File: src/rtl/elevator_actuator.sv
// Elevator actuator: cabin and door motor PWM drivers, door open/dwell/close
// sequencer, chime pulse stretcher and the cabin-versus-door interlock.
module elevator_actuator #(
    parameter int PWM_PERIOD       = 100,
    parameter int DOOR_MOVE_CYCLES = 200,
    parameter int DOOR_HOLD_CYCLES = 1000,
    parameter int BUZZ_CYCLES      = 50
) (
    input  logic Clk,
    input  logic Reset,
    input  logic M,
    input  logic D,
    input  logic P,
    input  logic W,
    input  logic S,
    output logic Mot0_pwm,
    output logic Mot0_dir,
    output logic Mot1_pwm,
    output logic Mot1_dir,
    output logic Buzzer,
    output logic R,
    output logic Interlock
);

    localparam int PWM_W    = (PWM_PERIOD > 1) ? $clog2(PWM_PERIOD) : 1;
    localparam int DOOR_MAX = (DOOR_MOVE_CYCLES > DOOR_HOLD_CYCLES) ? DOOR_MOVE_CYCLES : DOOR_HOLD_CYCLES;
    localparam int DOOR_W   = $clog2(DOOR_MAX + 1);
    localparam int BUZZ_W   = $clog2(BUZZ_CYCLES + 1);

    localparam logic [DOOR_W-1:0] MOVE_LOAD = DOOR_W'(DOOR_MOVE_CYCLES - 1);
    localparam logic [DOOR_W-1:0] HOLD_LOAD = DOOR_W'(DOOR_HOLD_CYCLES - 1);

    typedef enum logic [2:0] {
        D_IDLE,
        D_OPENING,
        D_HOLD,
        D_READY,
        D_CLOSING
    } door_state_t;

    door_state_t       state, next_state;
    logic [DOOR_W-1:0] door_cnt, next_cnt;
    logic [1:0]        door_code, next_code;
    logic [PWM_W-1:0]  pwm_cnt;
    logic [BUZZ_W-1:0] buzz_cnt;
    logic              m_r, d_r, p_r, w_r, s_r, s_prev;
    logic              r_q, mot0_dir_q, mot1_dir_q;
    logic [1:0]        code_r;
    logic              open_cmd, close_cmd, cab_req, cnt_zero;

    // Speed code to duty: the output is high while the free-running counter is below the threshold.
    function automatic logic pwm_level(input logic [1:0] code, input logic [PWM_W-1:0] cnt);
        logic [PWM_W-1:0] thr;
        case (code)
            2'b01:   thr = PWM_W'(PWM_PERIOD / 4);
            2'b10:   thr = PWM_W'(PWM_PERIOD / 2);
            2'b11:   thr = PWM_W'(3 * PWM_PERIOD / 4);
            default: thr = '0;
        endcase
        return cnt < thr;
    endfunction

    assign code_r    = {p_r, w_r};
    assign open_cmd  = m_r & d_r & (code_r != 2'b00);
    assign close_cmd = m_r & ~d_r & (code_r != 2'b00);
    assign cab_req   = ~m_r & (code_r != 2'b00);
    assign cnt_zero  = (door_cnt == '0);

    always_ff @(posedge Clk or negedge Reset) begin
        if (!Reset) begin
            m_r    <= 1'b0;
            d_r    <= 1'b0;
            p_r    <= 1'b0;
            w_r    <= 1'b0;
            s_r    <= 1'b0;
            s_prev <= 1'b0;
        end else begin
            m_r    <= M;
            d_r    <= D;
            p_r    <= P;
            w_r    <= W;
            s_r    <= S;
            s_prev <= s_r;
        end
    end

    always_ff @(posedge Clk or negedge Reset) begin
        if (!Reset) begin
            pwm_cnt <= '0;
        end else if (pwm_cnt == PWM_W'(PWM_PERIOD - 1)) begin
            pwm_cnt <= '0;
        end else begin
            pwm_cnt <= pwm_cnt + PWM_W'(1);
        end
    end

    // A fresh chime edge always restarts the full pulse, even mid-pulse.
    always_ff @(posedge Clk or negedge Reset) begin
        if (!Reset) begin
            buzz_cnt <= '0;
        end else if (s_r && !s_prev) begin
            buzz_cnt <= BUZZ_W'(BUZZ_CYCLES);
        end else if (buzz_cnt != '0) begin
            buzz_cnt <= buzz_cnt - BUZZ_W'(1);
        end
    end

    // R is flopped from the next state so it is high exactly while the FSM sits in D_READY.
    always_ff @(posedge Clk or negedge Reset) begin
        if (!Reset) begin
            state      <= D_IDLE;
            door_cnt   <= '0;
            door_code  <= 2'b00;
            r_q        <= 1'b0;
            mot0_dir_q <= 1'b0;
            mot1_dir_q <= 1'b0;
        end else begin
            state      <= next_state;
            door_cnt   <= next_cnt;
            door_code  <= next_code;
            r_q        <= (next_state == D_READY);
            mot0_dir_q <= Mot0_dir;
            mot1_dir_q <= Mot1_dir;
        end
    end

    always_comb begin
        next_state = state;
        next_cnt   = door_cnt;
        next_code  = door_code;
        case (state)
            D_IDLE: begin
                if (open_cmd) begin
                    next_state = D_OPENING;
                    next_cnt   = MOVE_LOAD;
                    next_code  = code_r;
                end
            end
            D_OPENING: begin
                if (cnt_zero) begin
                    next_state = D_HOLD;
                    next_cnt   = HOLD_LOAD;
                end else begin
                    next_cnt = door_cnt - DOOR_W'(1);
                end
            end
            D_HOLD: begin
                if (open_cmd) begin
                    next_cnt  = HOLD_LOAD;
                    next_code = code_r;
                end else if (cnt_zero) begin
                    next_state = D_READY;
                end else begin
                    next_cnt = door_cnt - DOOR_W'(1);
                end
            end
            D_READY: begin
                if (close_cmd) begin
                    next_state = D_CLOSING;
                    next_cnt   = MOVE_LOAD;
                    next_code  = code_r;
                end else if (open_cmd) begin
                    next_state = D_HOLD;
                    next_cnt   = HOLD_LOAD;
                    next_code  = code_r;
                end
            end
            D_CLOSING: begin
                if (open_cmd) begin
                    next_state = D_OPENING;
                    next_cnt   = MOVE_LOAD;
                    next_code  = code_r;
                end else if (cnt_zero) begin
                    next_state = D_IDLE;
                end else begin
                    next_cnt = door_cnt - DOOR_W'(1);
                end
            end
            default: begin
                next_state = D_IDLE;
                next_cnt   = '0;
            end
        endcase
    end

    // Direction outputs fall back to their held copies whenever the motor is not driven.
    always_comb begin
        Mot0_pwm  = 1'b0;
        Mot0_dir  = mot0_dir_q;
        Mot1_pwm  = 1'b0;
        Mot1_dir  = mot1_dir_q;
        Interlock = 1'b0;
        if (cab_req) begin
            if (state == D_IDLE) begin
                Mot0_pwm = pwm_level(code_r, pwm_cnt);
                Mot0_dir = d_r;
            end else begin
                Interlock = 1'b1;
            end
        end
        case (state)
            D_OPENING: begin
                Mot1_pwm = pwm_level(door_code, pwm_cnt);
                Mot1_dir = 1'b1;
            end
            D_CLOSING: begin
                Mot1_pwm = pwm_level(door_code, pwm_cnt);
                Mot1_dir = 1'b0;
            end
            default: ;
        endcase
    end

    assign R      = r_q;
    assign Buzzer = (buzz_cnt != '0);

endmodule
File: config.mk
export PLATFORM = sky130hd
export DESIGN_NAME = elevator_actuator
export DESIGN_NICKNAME = d
export VERILOG_FILES = /design/src/rtl/elevator_actuator.sv
export SDC_FILE = /design/constraint.sdc
export NUM_CORES = 1
export LEC_CHECK = 0
export ABC_AREA = 1
export CORE_MARGIN = 4
export CORE_UTILIZATION = 50
export CTS_CLUSTER_DIAMETER = 100
export DETAILED_ROUTE_END_ITERATION = 6
export GPL_TIMING_DRIVEN = 0
export PLACE_DENSITY_LB_ADDON = 0.2
export SYNTH_ARGS = -nofsm -noshare
export SYNTH_HDL_FRONTEND = slang
export SYNTH_SLANG_ARGS = --single-unit
File: constraint.sdc
create_clock -name Clk -period 2.4 [get_ports Clk]
set_input_delay 0.24 -clock Clk [delete_from_list [all_inputs] [get_ports Clk]]
set_output_delay 0.24 -clock Clk [all_outputs]
set_load 0.02 [all_outputs]
==> impl_metrics.env, run 1 <==
export IMPL_start_util=0.5149
export IMPL_synth_top_family_by_area="simple AND/OR/NAND/NOR gates"
export IMPL_synth_fa_ha_area_frac=0.09839
export IMPL_clkLatencyLatePin_ps=290
export IMPL_clockBufferDepth=2
export IMPL_numClockSinks=37
export IMPL_die_area_um2=6009
export IMPL_grt_pass1_vias=2099
export IMPL_wl_per_cell_um=12.89
export IMPL_synth_compound_area_share=0.1129
export IMPL_r2r_end="door_cnt[0]"
export IMPL_final_cell_mix="nand2_1 (85), inv_1 (44), dfrtp_1 (37)"
export IMPL_num_rows=25
export IMPL_power_frac_seq=0.317
export IMPL_final_cell_area_um2=2730
export IMPL_drtIter0Drc=123
export IMPL_seq_area_frac_synth=0.3832
export IMPL_p_total_mw=2.997
export IMPL_p_int_mw=1.665
export IMPL_setup_viol=0
export IMPL_core_area_um2=4692
export IMPL_postCtsSetupRepairBufs=0
export IMPL_final_antenna_net_count=0
export IMPL_synth_simple_area_share=0.3128
export IMPL_die_width_um=77.52
export IMPL_p_comb_frac=0.494
export IMPL_synthDistinctLibCells=28
export IMPL_numCtsBuffers=5
export IMPL_slowest_stage="dfrtp_1"
export IMPL_grtUsageTotal=0.1868
export IMPL_layout_commonest_cell="nand2_1"
export IMPL_route_vias_total=2117
export IMPL_synth_top_area_share=0.3832
export IMPL_cts_tree="yes"
export IMPL_nets=372
export IMPL_power_density_nw_per_um2=1098
export IMPL_drc_errors=0
export IMPL_crit_path_cell_trace="inv_1 > ha_1 > inv_1 > ha_4 > a21oi_2 > o21ai_1 > nor4_1 > buf_2"
export IMPL_crit_family="adder cells"
export IMPL_skew_ps=9.047
export IMPL_r2r_start="door_cnt[0]"
export IMPL_slew_violations=0
export IMPL_routed_via_density=5.279
export IMPL_clockPowerShare=0.189
export IMPL_cp_buffers_inverters=3
export IMPL_grt_overflow=0
export IMPL_worstSetupPathType="reg2out"
export IMPL_ys_ff_latch=37
export IMPL_h_tree_depth=2
export IMPL_clk_pin_slew_ps=80
export IMPL_setup_ws_ps=113.5
export IMPL_gp_congestion=0.8854
export IMPL_switchingPower_mw=1.332
export IMPL_fmax_mhz=437.3
export IMPL_cpPeakStageDelay_ps=400
export IMPL_drive_above_1_share=0.1182
export IMPL_dieHeight_um=77.52
export IMPL_post_place_ws_ps=-57.48
export IMPL_required_ps=2160
export IMPL_drv_cap=0
export IMPL_critPathMaxFanout=3
export IMPL_crit_top_cell="inv_1"
export IMPL_syn_nets=352
export IMPL_setup_worst_path_start="p_r"
export IMPL_ys_warn_count=0
export IMPL_top_level_ports=14
export IMPL_portBuffers=13
export IMPL_sw_frac_of_total=0.4445
export IMPL_reg2reg_depth=11
export IMPL_reg2reg_slack_ps=260
export IMPL_end_kind="output port"
export IMPL_antenna_cells=0
export IMPL_worstHoldPathType="in2async"
export IMPL_dpl_hpwl_mm=3.764
export IMPL_fill_cells=425
export IMPL_power_leakage_nw=1.433
export IMPL_antenna_found_initial=0
export IMPL_firstDrtPassIters=4
export IMPL_cp_start_kind="flip-flop"
export IMPL_vdd_drop_max_mv=0.4843
export IMPL_worstMarginPinSlew_ps=817.6
export IMPL_postRouteWirelength_mm=5.167
export IMPL_synthTopCellsByArea="dfrtp_1 (38%), nand2_1 (13%), ha_1 (9.8%)"
export IMPL_yosysTopAreaCell="dfrtp_1"
export IMPL_holdWs_ps=31.85
export IMPL_status="complete, no violations"
export IMPL_grt_max_degree=38
export IMPL_hold_buffers=0
export IMPL_syn_mean_instance_area_um2=7.411
export IMPL_synthCells=326
export IMPL_synth_xor_area_share=0.003625
export IMPL_max_slew_margin=0.4549
export IMPL_grt_pass1_wl_mm=9.177
export IMPL_place_area_um2=2609
export IMPL_fin_crit_ps=2287
export IMPL_hold_viol_final=0
export IMPL_muxShareOfSynthArea=0
export IMPL_synthesis_area_um2=2416
export IMPL_cts_root_buffer="clkbuf_8"
export IMPL_worstPathArrival_ps=2050
export IMPL_area_delta_synth_final_pct=13.00
export IMPL_timing_final_crit_share=0.9527
==> metrics by stage <==
| stage | std cells | setup TNS, ps | util |
|---|---|---|---|
| finish | 401 | 0 | 0.5819 |
| global route | 401 | -4.998 | 0.5819 |
| CTS | 401 | 0 | 0.5792 |
| detailed placement | 393 | -57.48 | 0.5560 |
| global placement | 393 | -21.64 | 0.5571 |
| floorplan | 326 | 0 | - |
==> synthesized netlist by cell type (all sizes together) <==
cell type   n
a211oi      1
a21oi      21
and2        1
buf         2
dfrtp      37
ha         19
inv        53
nand2      90
nand3      28
nand4       5
nor2       36
nor3        5
nor4        2
o211ai      3
o21ai      18
o21bai      2
o22ai       1
o31ai       1
xnor2       1
==> worst max-delay path by stage <==
stage                     slack [ps]  cells past startpoint  endpoint
after global placement           -20                      8  Mot0_pwm
after floorplan                  300                      7  Mot0_pwm
after detailed placement         -60                      8  Mot0_pwm
after global routing              -5                      8  Mot0_pwm
after CTS                          3                      7  Mot1_pwm
final                            110                      8  Mot0_pwm
==> kinds of logic after synthesis <==
| kind of cell | Yosys count |
|---|---|
| adder cells (fa/ha/maj) | 19 |
| AND/OR/NAND/NOR | 167 |
| buffers and inverters | 55 |
| AO/OA/AOI/OAI | 47 |
| XOR/XNOR | 1 |
| flip-flops | 37 |
==> registers in the layout (all words and copies together), names as in the netlist, 2 cells and up <==
signal	count
door_code	2
buzz_cnt	6
pwm_cnt	7
door_cnt	10
state	3
==> what timing repair did <==
| action | in CTS | in global routing |
|---|---|---|
| pin swaps | 0 | 1 |
| endpoints found under the hold margin | 0 | 0 |
| resized for setup | 9 | 6 |
| endpoints found under the setup margin | 3 | 3 |
==> metal layers <==
metal | global-route usage | vias up | part of all wire
met1 | 0.2324 | 978 | 0.45
met2 | 0.3057 | 40 | 0.49
met5 | 0 | - | 0
met4 | 0.09075 | 0 | 0.022
li1 | - | 1086 | -
met3 | 0.04176 | 13 | 0.034
==> cell type report <==
type                       count  area, um^2  area share
clock inverter                 1       30.03     0.01100
clock buffer                   7       86.33     0.03162
sequential                    37       925.9      0.3391
timing repair buffer          13       113.9     0.04170
inverter                      53       198.9     0.07287
tap                           54       67.56     0.02475
multi-input combinational    234        1291      0.4730
buffer                         2       16.27    0.005958
==> power groups by stage <==
stage	logic, mW	clock network (mW)	registers, mW
2_1_floorplan	1.14	0	0.921
3_3_place_gp	1.45	0	0.953
3_5_place_dp	1.48	0	0.957
4_1_cts	1.48	0.582	0.947
5_1_grt	1.70	0.614	0.973
6_report	1.48	0.567	0.951
(Power assumes the default switching activity.)
==> inputs of run 2 (changes only) <==
==> constraint.sdc (replaced) <==
create_clock -name Clk -period 2.56 [get_ports Clk]
set_input_delay 0.256 -clock Clk [delete_from_list [all_inputs] [get_ports Clk]]
set_output_delay 0.256 -clock Clk [all_outputs]
set_load 0.02 [all_outputs]
==> run 2 against run 1 <==
Compared with the run above: combinational power shrank 6%; die area is the same; clock skew down 2.6 ps.
==> impl_metrics.env, run 2 (synthesis gave the netlist of run 1 again) <==
export IMPL_status="complete, no violations"
export IMPL_top_level_ports=14
export IMPL_max_slew_margin=0.4600
export IMPL_clockPowerShare=0.188
export IMPL_firstDrtPassIters=4
export IMPL_antenna_cells=0
export IMPL_die_area_um2=6009
export IMPL_nets=372
export IMPL_num_rows=25
export IMPL_final_cell_area_um2=2721
export IMPL_slew_violations=0
export IMPL_timing_final_crit_share=0.9430
export IMPL_portBuffers=13
export IMPL_grt_pass1_wl_mm=9.177
export IMPL_numClockSinks=37
export IMPL_regMostFlops="door_cnt"
export IMPL_place_area_um2=2609
export IMPL_drive_above_1_share=0.1066
export IMPL_dpl_hpwl_mm=3.764
export IMPL_layout_commonest_cell="nand2_1"
export IMPL_largest_register_ffs=10
export IMPL_route_vias_total=2120
export IMPL_final_cell_mix="nand2_1 (85), inv_1 (45), dfrtp_1 (37)"
export IMPL_holdWs_ps=50.24
export IMPL_end_kind="output port"
export IMPL_p_int_mw=1.564
export IMPL_tns_ps=0
export IMPL_power_density_nw_per_um2=1032
export IMPL_clockBufferDepth=2
export IMPL_reg2reg_depth=11
export IMPL_drc_errors=0
export IMPL_required_ps=2300
export IMPL_cts_root_buffer="clkbuf_8"
export IMPL_fin_crit_ps=2414
export IMPL_critPathMaxFanout=3
export IMPL_power_leakage_nw=1.446
export IMPL_worstMarginPinSlew_ps=810.1
export IMPL_wl_per_cell_um=12.67
export IMPL_postCtsSetupRepairBufs=0
export IMPL_switchingPower_mw=1.244
export IMPL_area_delta_synth_final_pct=12.64
export IMPL_clkLatencyLatePin_ps=290
export IMPL_grt_pass1_vias=2099
export IMPL_cts_tree="yes"
export IMPL_core_area_um2=4692
export IMPL_fmax_mhz=414.2
export IMPL_fin_util=0.5800
export IMPL_skew_ps=6.412
export IMPL_start_util=0.5149
export IMPL_clk_pin_slew_ps=80
export IMPL_drv_cap=0
export IMPL_worstHoldPathType="in2async"
export IMPL_reg_top3="door_cnt: 10 flops, pwm_cnt: 7 flops, buzz_cnt: 6 flops"
export IMPL_h_tree_depth=2
export IMPL_numCtsBuffers=5
export IMPL_grt_overflow=0
export IMPL_sw_frac_of_total=0.4430
export IMPL_p_total_mw=2.809
export IMPL_dieHeight_um=77.52
export IMPL_drtIter0Drc=117
export IMPL_reg2reg_slack_ps=340
export IMPL_rsz0062_at_grt="no"
export IMPL_hold_viol_final=0
export IMPL_p_comb_frac=0.495
export IMPL_fill_cells=425
export IMPL_grt_max_degree=38
export IMPL_routed_via_density=5.287
export IMPL_vdd_drop_max_mv=0.4506
export IMPL_worstPathArrival_ps=2160
export IMPL_postRouteWirelength_mm=5.081
export IMPL_cp_start_kind="flip-flop"
export IMPL_antenna_found_initial=0
export IMPL_r2r_start="door_cnt[0]"
export IMPL_die_width_um=77.52
export IMPL_final_antenna_net_count=0
export IMPL_r2r_end="door_cnt[0]"
export IMPL_setup_viol=0
export IMPL_power_frac_seq=0.317
export IMPL_worstSetupPathType="reg2out"
export IMPL_gp_congestion=0.8854
export IMPL_grtUsageTotal=0.1868
## run 2: layout make-up
cell class	instances	area, um^2	area share
Clock buffer	7	86.33	0.03172
Clock inverter	1	30.03	0.01103
Inverter	53	198.9	0.07310
Tap cell	54	67.56	0.02483
Sequential cell	37	925.9	0.3402
Multi-Input combinational cell	234	1275	0.4685
Timing Repair Buffer	13	121.4	0.04460
Buffer	2	16.27	0.005977
## run 2: how the worst max path moves through the flow
stage / start / to / slack (ps) / cells past startpoint
global placement: w_r / Mot0_pwm / 120 / 8
CTS: w_r / Mot0_pwm / 10 / 8
global route: p_r / Mot0_pwm / 10 / 8
floorplan: w_r / Mot0_pwm / 440 / 7
finish: door_code[0] / Mot1_pwm / 150 / 7
detailed placement: w_r / Mot0_pwm / 90 / 8
## run 2: power groups by stage
stage | Combinational [mW] | Clock (mW) | Sequential [mW]
after global routing | 1.60 | 0.575 | 0.911
after global placement | 1.36 | 0 | 0.893
final | 1.39 | 0.529 | 0.889
after CTS | 1.39 | 0.545 | 0.887
after detailed placement | 1.39 | 0 | 0.897
after floorplan | 1.07 | 0 | 0.863
## run 2: what timing repair did
item | in CTS | in global routing
setup endpoints to repair | 2 | 2
gates resized for setup | 2 | 6
pin swaps | 0 | 1
hold buffers | 0 | 0
## run 2: metrics by stage
step,instances,setup slack (ps)
6_report,401,145.8
5_1_grt,401,10.13
4_1_cts,401,13.81
3_5_place_dp,393,86.52
3_3_place_gp,393,122.4
2_1_floorplan,326,442.8
## run 2: critical path: stages, from the launching register on
cell           delay [ps]
dfrtp_1               390
inv_1                 100
ha_1                  320
ha_1                  300
a21oi_1               140
o21ai_0                80
nor3_1                180
dlygate4sd2_1         360
## run 2: per-layer routing
layer | GRT usage | wire [um] | share of wire
met4 | 0.09075 | 113 | 0.022
met1 | 0.2324 | 2313 | 0.46
met2 | 0.3057 | 2484 | 0.49
met5 | 0 | 0 | 0
met3 | 0.04176 | 170 | 0.033
